### config.mk
export PLATFORM = sky130hd
export DESIGN_NAME = hazard_scoreboard_flat
export DESIGN_NICKNAME = d
export VERILOG_FILES = /design/src/rtl/hazard_scoreboard_if.sv /design/src/rtl/hazard_scoreboard.sv /design/src/flat_wrapper.sv
export SDC_FILE = /design/constraint.sdc
export NUM_CORES = 1
export LEC_CHECK = 0
export BUFFER_PORTS_ARGS = -buffer_cell sky130_fd_sc_hd__clkbuf_2
export CORE_UTILIZATION = 56
export DETAILED_ROUTE_END_ITERATION = 7
export GPL_TIMING_DRIVEN = 0
export PLACE_DENSITY_LB_ADDON = 0.08
export REMOVE_ABC_BUFFERS = 1
export SLEW_MARGIN = 30
export SYNTH_ARGS = -nofsm -noshare
export SYNTH_HDL_FRONTEND = slang
export SYNTH_SLANG_ARGS = --single-unit
export TNS_END_PERCENT = 10
### constraint.sdc
create_clock -name clk -period 3.37 [get_ports clk]
set_clock_uncertainty 0.05 [all_clocks]
set_input_delay 0.337 -clock clk [delete_from_list [all_inputs] [get_ports clk]]
set_output_delay 0.337 -clock clk [all_outputs]
set_load 0.01 [all_outputs]
### src/rtl/hazard_scoreboard_if.sv
// Hazard scoreboard bus: ID-stage request fields going into the scoreboard,
// and the stall request plus the MEM/WB forwarding tags coming back out.
//   master : ID stage side (drives the instruction fields and pipeline control)
//   slave  : scoreboard side (drives hazard, the MEM/WB tags and stall_count)
interface hazard_scoreboard_if #(
  parameter int REG_W = 4,
  parameter int CNT_W = 16
);
  logic             id_valid;
  logic [REG_W-1:0] src1;
  logic [REG_W-1:0] src2;
  logic             two_src;
  logic             id_wb_en;
  logic [REG_W-1:0] id_dest;
  logic             id_mem_r;
  logic             FW_en;
  logic             freeze;
  logic             flush;

  logic             hazard;
  logic [REG_W-1:0] Dest_MEM;
  logic             WB_EN_MEM;
  logic [REG_W-1:0] Dest_WB;
  logic             WB_EN_WB;
  logic [CNT_W-1:0] stall_count;

  modport master (
    output id_valid, src1, src2, two_src, id_wb_en, id_dest, id_mem_r,
           FW_en, freeze, flush,
    input  hazard, Dest_MEM, WB_EN_MEM, Dest_WB, WB_EN_WB, stall_count
  );

  modport slave (
    input  id_valid, src1, src2, two_src, id_wb_en, id_dest, id_mem_r,
           FW_en, freeze, flush,
    output hazard, Dest_MEM, WB_EN_MEM, Dest_WB, WB_EN_WB, stall_count
  );
endinterface

### src/rtl/hazard_scoreboard.sv
// Hazard scoreboard for the ARM pipeline.
// Tracks in-flight register writes in EXE, MEM and WB, requests an IF/ID
// stall when forwarding cannot cover a dependency (load-use, or forwarding
// disabled), and produces the MEM/WB destination tags for the forwarding mux.
// Ports:
//   clk  : pipeline clock, rising edge
//   rst  : synchronous active-high reset
//   bus  : hazard_scoreboard_if slave (ID fields, FW_en/freeze/flush in;
//          hazard, Dest_MEM, WB_EN_MEM, Dest_WB, WB_EN_WB, stall_count out)
module hazard_scoreboard #(
  parameter int REG_W = 4,
  parameter int CNT_W = 16
) (
  input  logic               clk,
  input  logic               rst,
  hazard_scoreboard_if.slave bus
);

  typedef struct packed {
    logic             v;
    logic             wb_en;
    logic [REG_W-1:0] dest;
    logic             mem_r;
  } slot_t;

  slot_t            exe_q, mem_q, wb_q;
  slot_t            id_slot;
  logic [CNT_W-1:0] stall_cnt_q;
  logic             raw;
  logic             hazard_int;
  logic             exe_src1, exe_src2, mem_src1, mem_src2;

  function automatic logic slot_match(input slot_t s, input logic [REG_W-1:0] r);
    return s.v & s.wb_en & (s.dest == r);
  endfunction

  assign exe_src1 = slot_match(exe_q, bus.src1);
  assign exe_src2 = slot_match(exe_q, bus.src2);
  assign mem_src1 = slot_match(mem_q, bus.src1);
  assign mem_src2 = slot_match(mem_q, bus.src2);

  // WB never stalls: the register file writes in the first half-cycle, so
  // ID reads the fresh value. With forwarding on, only a load still in EXE
  // is uncoverable because its data does not exist until the end of MEM.
  always_comb begin
    raw = 1'b0;
    if (bus.id_valid) begin
      if (bus.FW_en)
        raw = exe_q.mem_r & (exe_src1 | (bus.two_src & exe_src2));
      else
        raw = exe_src1 | mem_src1 | (bus.two_src & (exe_src2 | mem_src2));
    end
  end

  // A flushed ID instruction is dead, so it cannot need a stall.
  assign hazard_int = raw & ~bus.flush;

  // Write-enable and load flags are qualified by valid so a bubble in ID
  // can never leave a stale write tag in the pipeline.
  assign id_slot = {bus.id_valid,
                    bus.id_wb_en & bus.id_valid,
                    bus.id_dest,
                    bus.id_mem_r & bus.id_valid};

  always_ff @(posedge clk) begin
    if (rst) begin
      exe_q       <= '0;
      mem_q       <= '0;
      wb_q        <= '0;
      stall_cnt_q <= '0;
    end else if (!bus.freeze) begin
      wb_q  <= mem_q;
      mem_q <= exe_q;
      exe_q <= (hazard_int || bus.flush) ? slot_t'('0) : id_slot;
      if (hazard_int && (stall_cnt_q != {CNT_W{1'b1}}))
        stall_cnt_q <= stall_cnt_q + 1'b1;
    end
  end

  assign bus.hazard      = hazard_int;
  assign bus.Dest_MEM    = mem_q.dest;
  assign bus.WB_EN_MEM   = mem_q.v & mem_q.wb_en;
  assign bus.Dest_WB     = wb_q.dest;
  assign bus.WB_EN_WB    = wb_q.v & wb_q.wb_en;
  assign bus.stall_count = stall_cnt_q;

endmodule

### src/flat_wrapper.sv
// flat-port wrapper written by rule: the top's interface ports become plain ports
module hazard_scoreboard_flat 
#(
  parameter int REG_W = 4,
  parameter int CNT_W = 16
)
  (clk, rst, bus_id_valid, bus_src1, bus_src2, bus_two_src, bus_id_wb_en, bus_id_dest, bus_id_mem_r, bus_FW_en, bus_freeze, bus_flush, bus_hazard, bus_Dest_MEM, bus_WB_EN_MEM, bus_Dest_WB, bus_WB_EN_WB, bus_stall_count);
  hazard_scoreboard_if #(.REG_W(REG_W), .CNT_W(CNT_W)) bus_i ();
  input  logic clk;
  input  logic rst;
  input wire logic [$bits(bus_i.id_valid)-1:0] bus_id_valid;
  input wire logic [$bits(bus_i.src1)-1:0] bus_src1;
  input wire logic [$bits(bus_i.src2)-1:0] bus_src2;
  input wire logic [$bits(bus_i.two_src)-1:0] bus_two_src;
  input wire logic [$bits(bus_i.id_wb_en)-1:0] bus_id_wb_en;
  input wire logic [$bits(bus_i.id_dest)-1:0] bus_id_dest;
  input wire logic [$bits(bus_i.id_mem_r)-1:0] bus_id_mem_r;
  input wire logic [$bits(bus_i.FW_en)-1:0] bus_FW_en;
  input wire logic [$bits(bus_i.freeze)-1:0] bus_freeze;
  input wire logic [$bits(bus_i.flush)-1:0] bus_flush;
  output wire logic [$bits(bus_i.hazard)-1:0] bus_hazard;
  output wire logic [$bits(bus_i.Dest_MEM)-1:0] bus_Dest_MEM;
  output wire logic [$bits(bus_i.WB_EN_MEM)-1:0] bus_WB_EN_MEM;
  output wire logic [$bits(bus_i.Dest_WB)-1:0] bus_Dest_WB;
  output wire logic [$bits(bus_i.WB_EN_WB)-1:0] bus_WB_EN_WB;
  output wire logic [$bits(bus_i.stall_count)-1:0] bus_stall_count;
  assign bus_i.id_valid = bus_id_valid;
  assign bus_i.src1 = bus_src1;
  assign bus_i.src2 = bus_src2;
  assign bus_i.two_src = bus_two_src;
  assign bus_i.id_wb_en = bus_id_wb_en;
  assign bus_i.id_dest = bus_id_dest;
  assign bus_i.id_mem_r = bus_id_mem_r;
  assign bus_i.FW_en = bus_FW_en;
  assign bus_i.freeze = bus_freeze;
  assign bus_i.flush = bus_flush;
  assign bus_hazard = bus_i.hazard;
  assign bus_Dest_MEM = bus_i.Dest_MEM;
  assign bus_WB_EN_MEM = bus_i.WB_EN_MEM;
  assign bus_Dest_WB = bus_i.Dest_WB;
  assign bus_WB_EN_WB = bus_i.WB_EN_WB;
  assign bus_stall_count = bus_i.stall_count;
  hazard_scoreboard #(.REG_W(REG_W), .CNT_W(CNT_W)) u_core (.clk(clk), .rst(rst), .bus(bus_i));
endmodule
* Word-level counts from Yosys, hierarchy flattened
Index checks and enable logic that the tools add are counted.
Storage, ports and cells: flip-flop bits (word level) 35, bits of input ports 21, output and inout port bits 27, logic and storage cells 42
Cells by class: add/subtract/negate cells 1, equality and inequality tests 5, mux-type cells 3, bitwise gates (word level) 19, reductions and logical operators 3
Operator list (count):
- 16-bit by 1-bit adder with 16-bit output, second input constant | 1
- 4-bit == test | 4
- 16-bit != test, second input constant | 1
- 1-bit AND | 13
- 7-bit two-way mux | 1
- 1-bit bitwise OR | 4
- 1-bit two-way mux | 2
- 1-bit inverter | 2
- 2-bit AND reduction | 1
- 1-bit logical AND | 1
- 1-bit logical OR | 1

* Logic depth before layout (Yosys ltp)
Gate-level depths: netlist of the first run.
word-level depth 10, depth in mapped cells 9, mapped depth without buffers 7

* Worst setup path before layout of the first run
Ideal clock, no wire load.
path type reg-to-reg, start register u_core.stall_cnt_q[0] (netlist: u_core.bus.stall_count[0]), end register u_core.stall_cnt_q[1] (netlist: u_core.bus.stall_count[1]), library setup time 0.128 ns, arrival 1.765 ns, data required time 3.192 ns, path slack 1.428 ns, cell stages (with the launch flop) 10, buffers on the path 2, period minus slack after synthesis 1.942 ns, cells stage by stage dfxtp_1 -> ha_1 -> nand2_1 -> nor3_1 -> a21oi_1 -> o21ai_2 -> buf_2 -> buf_2 -> mux2i_1 -> nor2_1
On the way: cells in the longest elaborated chain, start to end 3, elaborated cells between the ends (all ways) 4, those cells by class add/sub: 1; eq/ne: 1; reduce/logical: 2
RTL lines:
- start: declaration | RTL line hazard_scoreboard.sv:28 | logic [CNT_W-1:0] stall_cnt_q;
- start signal: assignment | RTL line hazard_scoreboard.sv:76 | stall_cnt_q <= stall_cnt_q + 1'b1;
- parallel branches: the longest is 3 deep, another holds 16-bit by 1-bit adder with 16-bit output
Several ways; the timed one is not identified. A chain may end at the register's enable or synchronous reset.

* Worst setup path after layout of the first run
start register u_core.stall_cnt_q[0] (netlist: u_core.bus.stall_count[0]), end register u_core.stall_cnt_q[14] (netlist: u_core.bus.stall_count[14])
The elaborated chain is that of the path after synthesis.

==> results of run 1 <==
state kept, by name, summed over array words and instances (netlist names):
| signal | flops |
|---|---|
| u_core.bus.Dest_WB | 4 |
| u_core.exe_q | 7 |
| u_core.mem_q | 2 |
| u_core.wb_q | 2 |
| u_core.bus.Dest_MEM | 4 |
| u_core.bus.stall_count | 16 |
per-layer routing:
metal  vias to the layer above  global-route usage [%]  part of all wire, %
li1                        783                       -                    -
met1                       723                   24.31                   42
met2                        50                   41.71                   51
met3                         5                   7.473                  6.0
met4                         0                   8.844                  1.4
met5                         -                       0                    0
worst max path at each step:
stage / slack, ns / cells past startpoint / end
floorplan: 1.37 / 7 / u_core.bus.stall_count[11]$_SDFFE_PP0P_
global placement: 1.18 / 7 / u_core.bus.stall_count[14]$_SDFFE_PP0P_
detailed placement: 1.09 / 7 / u_core.bus.stall_count[4]$_SDFFE_PP0P_
CTS: 1.08 / 7 / u_core.bus.stall_count[4]$_SDFFE_PP0P_
global route: 0.93 / 7 / u_core.bus.stall_count[13]$_SDFFE_PP0P_
finish: 1.11 / 7 / u_core.bus.stall_count[14]$_SDFFE_PP0P_
final cells by class:
cell class                      instances  area (µm²)  area share, %
Multi-Input combinational cell        142       974.7          48.39
Sequential cell                        35       700.7          34.78
Timing Repair Buffer                   47       235.2          11.68
Tap cell                               44       55.05          2.733
Clock buffer                            6       41.29          2.050
Inverter                                2       7.507         0.3727
cells in the mapped netlist (3+ instances only):
| master | number |
|---|---|
| dfxtp_1 | 35 |
| o31ai_1 | 9 |
| a22o_1 | 4 |
| nand3_1 | 8 |
| nor2_1 | 17 |
| o21ai_0 | 5 |
| nand4_1 | 4 |
| o22ai_1 | 3 |
| or3_1 | 4 |
| or4_1 | 9 |
| clkbuf_1 | 4 |
| buf_2 | 3 |
| nand2_1 | 12 |
| buf_4 | 8 |
| a21oi_1 | 16 |
| mux2i_1 | 13 |
| xor2_1 | 5 |
| xnor2_1 | 12 |
| and2_1 | 3 |
worst max-delay path, stage by stage, from the launching register on:
cell and delay (ns):
dfxtp_1 0.35, ha_1 0.25, nand2_1 0.27, nor3_1 0.09
a21oi_1 0.25, o21ai_4 0.23, or4b_1 0.53, a21oi_1 0.14
kinds of logic (layout without fill, tap and decap cells):
| logic type | after synthesis | in the layout | synth area share [%] |
|---|---|---|---|
| AO/OA/AOI/OAI | 42 | 42 | 16.55 |
| buffers and inverters | 20 | 55 | 6.522 |
| adder cells (fa/ha/maj) | 1 | 1 | 0.7012 |
| XOR/XNOR | 17 | 17 | 8.345 |
| flip-flops | 35 | 35 | 39.27 |
| multiplexers | 13 | 13 | 7.293 |
| AND/OR/NAND/NOR | 69 | 69 | 21.32 |
power by group:
group          switching, mW  internal [mW]  total (mW)
Combinational         0.0312         0.0279      0.0591
Sequential           0.00559          0.418       0.424
Clock                  0.125         0.0741       0.200
Total                  0.162          0.520       0.682
metrics by stage:
stage / power, mW / setup slack [ns]
floorplan: 0.4597 / 1.373
global placement: 0.4903 / 1.181
detailed placement: 0.4927 / 1.085
CTS: 0.6937 / 1.075
global route: 0.7160 / 0.9335
finish: 0.6825 / 1.112
==> impl_metrics.json, run 1 <==
{
  "outcome": "completed",
  "dieArea_mm2": 0.003416,
  "overflow": 0,
  "max_cap_violations": 0,
  "fin_crit_ns": 2.258,
  "dp_cells": 270,
  "grt_pass1_vias": 1407,
  "hold_buffers": 0,
  "vdd_drop_max_uv": 274.4,
  "antenna_cells": 0,
  "place_area_mm2": 0.001966,
  "vias": 1561,
  "fin_cells": 276,
  "cts_root_buffer": "clkbuf_4",
  "finalSetupViolCount": 0,
  "yosys_most_used_dff": "dfxtp_1",
  "core_area_mm2": 0.003028,
  "drc": 0,
  "syn_to_final_growth_pct": 12.90,
  "hold_start": "bus_id_dest[2]",
  "yosysTopAreaCell": "dfxtp_1",
  "r2r-start": "u_core.bus.stall_count[0]$_SDFFE_PP0P_",
  "place.gp.congestion": 0.8035,
  "cts_setup_buffers": 0,
  "cp_max_fo": 30,
  "cts-resized-gates": 0,
  "synth_top_area_share_pct": 39.27,
  "rsz0062_at_grt": "false",
  "path_class": "reg -> reg",
  "layout_commonest_cell": "clkbuf_2",
  "antenna_found_initial": 0,
  "syn_inst": 197,
  "final_area_mm2": 0.002014,
  "tns_ns": 0,
  "cp-start-kind": "flip-flop",
  "die_y_um": 58.45,
  "drive_above_1_share_pct": 24.57,
  "ys_warn_count": 0,
  "holdPathEnd": "u_core.exe_q[3]$_SDFFE_PP0N_",
  "async_flop_share_pct": 0,
  "io_pins": 48,
  "synth.area.top_cells": "dfxtp_1, mux2i_1, xnor2_1",
  "synth_area_per_cell_um2": 9.057,
  "cts.sinks": 35,
  "ys_types": 37,
  "timing.reg2reg.setup_slack_ns": 1.11,
  "relSlewSlack_pct": 52.66,
  "cts_made_buffers": 5,
  "mostFrequentLayoutCells": "clkbuf_2, dfxtp_1, nor2_1",
  "ys_ff_latch": 35,
  "grt_use_total_pct": 22.84,
  "portBuffers": 47,
  "viasPerCell": 5.656,
  "min_delay_path_depth": 2,
  "hold_slack_ns": 0.1593,
  "start_util_pct": 58.93,
  "p_leak_nw": 0.7948,
  "hold_path.class": "in -> reg",
  "cellPowerDensity_mw_per_mm2": 338.8,
  "ys_seq_area_share_pct": 39.27,
  "utilization_pct": 66.53,
  "die_width_um": 58.45,
  "rows": 20,
  "cp.required_ns": 3.58,
  "wl_per_cell_um": 13.13,
  "r2r-end": "u_core.bus.stall_count[14]$_SDFFE_PP0P_",
  "first_pass_iters": 4,
  "max_freq_mhz": 443.0,
  "synth-edff-count": 0,
  "tightestPinTransition_ns": 0.7101,
  "cts_tree": "built",
  "clock_latency_ns": 0.33,
  "slew_violations": 0,
  "grt_start_max_net_pins": 36,
  "cp-startpoint": "u_core.bus.stall_count[0]$_SDFFE_PP0P_",
  "drt_iter0_markers": 62,
  "grt_pass1_wl_mm": 5.865,
  "clkTransAtPathRegs_ns": 0.10,
  "arrival_ns": 2.46,
  "drt-total-wl_mm": 3.625,
  "post-dp-hpwl_mm": 2.633,
  "clk_path_buf_depth": 2,
  "finalHoldViolCount": 0,
  "period_share_pct": 66.99,
  "rr_worst_depth": 7,
  "syn_area_mm2": 0.001784,
  "worst_setup_path_end_kind": "flip-flop",
  "postRouteAntennaNets": 0,
  "fillers": 261,
  "nets": 255,
  "cts_max_level": 2
}
Note: power is estimated with default switching activity, not from simulation.
==> run 2: changes to the inputs <==
--- a/config.mk
+++ b/config.mk
@@ -6,7 +6,7 @@
 export NUM_CORES = 1
 export LEC_CHECK = 0
 export BUFFER_PORTS_ARGS = -buffer_cell sky130_fd_sc_hd__clkbuf_2
-export CORE_UTILIZATION = 56
+export CORE_UTILIZATION = 52
 export DETAILED_ROUTE_END_ITERATION = 7
 export GPL_TIMING_DRIVEN = 0
 export PLACE_DENSITY_LB_ADDON = 0.08
==> constraint.sdc (replaced) <==
create_clock -name clk -period 2.4 [get_ports clk]
set_clock_uncertainty 0.05 [all_clocks]
set_input_delay 0.24 -clock clk [delete_from_list [all_inputs] [get_ports clk]]
set_output_delay 0.24 -clock clk [all_outputs]
set_load 0.01 [all_outputs]
==> run 2 against run 1 <==
Against the previous run: via count is 0.26% higher; setup slack worse by 0.89 ns; sequential power is 40% higher; largest power group unchanged.
==> impl_metrics.json, run 2 (synthesis gave the netlist of run 1 again) <==
{
  "outcome": "completed",
  "portBuffers": 47,
  "slew_violations": 0,
  "io_pins": 48,
  "grt_use_total_pct": 22.36,
  "layout_commonest_cell": "clkbuf_2",
  "hold_start": "bus_id_dest[1]",
  "first_pass_iters": 4,
  "cts_max_level": 2,
  "cp-start-kind": "flip-flop",
  "place_area_mm2": 0.001966,
  "clk_path_buf_depth": 2,
  "grt_pass1_wl_mm": 6.085,
  "cellPowerDensity_mw_per_mm2": 510.2,
  "fillers": 304,
  "drt_iter0_markers": 79,
  "largest_reg_flops": 16,
  "tightestPinTransition_ns": 0.7207,
  "cts_setup_buffers": 0,
  "mostFrequentLayoutCells": "clkbuf_2, dfxtp_1, nor2_1",
  "r2r-start": "u_core.bus.stall_count[0]$_SDFFE_PP0P_",
  "dieArea_mm2": 0.003669,
  "antenna_cells": 0,
  "final_area_mm2": 0.002044,
  "utilization_pct": 64.84,
  "period_share_pct": 90.66,
  "core_area_mm2": 0.003153,
  "clkTransAtPathRegs_ns": 0.10,
  "cts.sinks": 35,
  "p_leak_nw": 0.8102,
  "finalHoldViolCount": 0,
  "finalSetupViolCount": 0,
  "fin_crit_ns": 2.176,
  "max_cap_violations": 0,
  "nets": 255,
  "arrival_ns": 2.38,
  "cp_max_fo": 30,
  "cp-startpoint": "u_core.bus.stall_count[0]$_SDFFE_PP0P_",
  "drive_above_1_share_pct": 25.64,
  "grt_start_max_net_pins": 36,
  "die_width_um": 60.58,
  "start_util_pct": 56.59,
  "vdd_drop_max_uv": 345.9,
  "grt_pass1_vias": 1417,
  "rsz0062_at_grt": "false",
  "cts_tree": "built",
  "rows": 20,
  "hold_slack_ns": 0.05457,
  "drt-total-wl_mm": 3.732,
  "place.gp.congestion": 0.7879,
  "drc": 0,
  "antenna_found_initial": 0,
  "cts_root_buffer": "clkbuf_4",
  "hold_path.class": "in -> reg",
  "syn_to_final_growth_pct": 14.59,
  "overflow": 0,
  "cts_made_buffers": 5,
  "path_class": "reg -> reg",
  "timing.reg2reg.setup_slack_ns": 0.22,
  "cp.required_ns": 2.60,
  "tns_ns": 0,
  "clock_latency_ns": 0.34,
  "die_y_um": 60.58,
  "vias": 1565,
  "max_freq_mhz": 459.6,
  "worst_setup_path_end_kind": "flip-flop",
  "relSlewSlack_pct": 51.96,
  "postRouteAntennaNets": 0,
  "post-dp-hpwl_mm": 2.674,
  "wl_per_cell_um": 13.42,
  "viasPerCell": 5.629
}
-- run 2: cell count changes in the layout (fill, tap and decap cells not counted) --
cell      change
nand2_2       +1
clkbuf_8      +2
nand2_1       -1
-- run 2: through the flow --
stage | instances | total power [mW] | worst slack, ns
after floorplan | 179 | 0.6456 | 0.4034
after global placement | 270 | 0.6887 | 0.2085
after detailed placement | 270 | 0.6919 | 0.1248
after CTS | 278 | 1.052 | 0.09911
after global routing | 278 | 1.081 | 0.06037
final | 278 | 1.043 | 0.2240
-- run 2: final timing paths --
kind                                                  end  cells after the start
setup / recovery  u_core.bus.stall_count[10]$_SDFFE_PP0P_                      7
hold / removal               u_core.exe_q[2]$_SDFFE_PP0N_                      2
setup reg to reg  u_core.bus.stall_count[10]$_SDFFE_PP0P_                      7
hold reg to reg              u_core.exe_q[6]$_SDFFE_PP0N_                      2
-- run 2: timing repair --
| item | 4_1_cts | 5_1_grt |
|---|---|---|
| resized for setup | 0 | 1 |
| hold buffers | 0 | 0 |
| endpoints found under the setup margin | 0 | 5 |
-- run 2: layout make-up --
cell class                 instances  area, µm²  area share, %
sequential                        35      700.7          34.27
clock buffer                       8      68.82          3.366
multi-input combinational        142      977.2          47.80
inverter                           2      7.507         0.3672
timing repair buffer              47      235.2          11.51
tap                               44      55.05          2.693
-- run 2: routing by layer --
layer | part of all wire [%] | wire, µm | GRT usage (%)
met4 | 2.0 | 74 | 9.416
met1 | 45 | 1680 | 28.53
met5 | 0 | 0 | 0
met3 | 4.7 | 177 | 6.610
met2 | 48 | 1800 | 35.32
-- run 2: worst max-delay path, stage by stage (launching register included) --
cell and delay, ns:
dfxtp_1 0.36, ha_1 0.26, nand2_2 0.19, nor3_1 0.08
a21oi_1 0.24, o21ai_4 0.23, or4_1 0.47, a21oi_1 0.20
-- run 2: report_power, final --
group          internal [mW]  total (mW)  switching [mW]  leakage [nW]
clock network          0.172       0.365           0.192        0.0386
registers              0.587       0.595         0.00775         0.283
logic                 0.0392      0.0834          0.0443         0.489
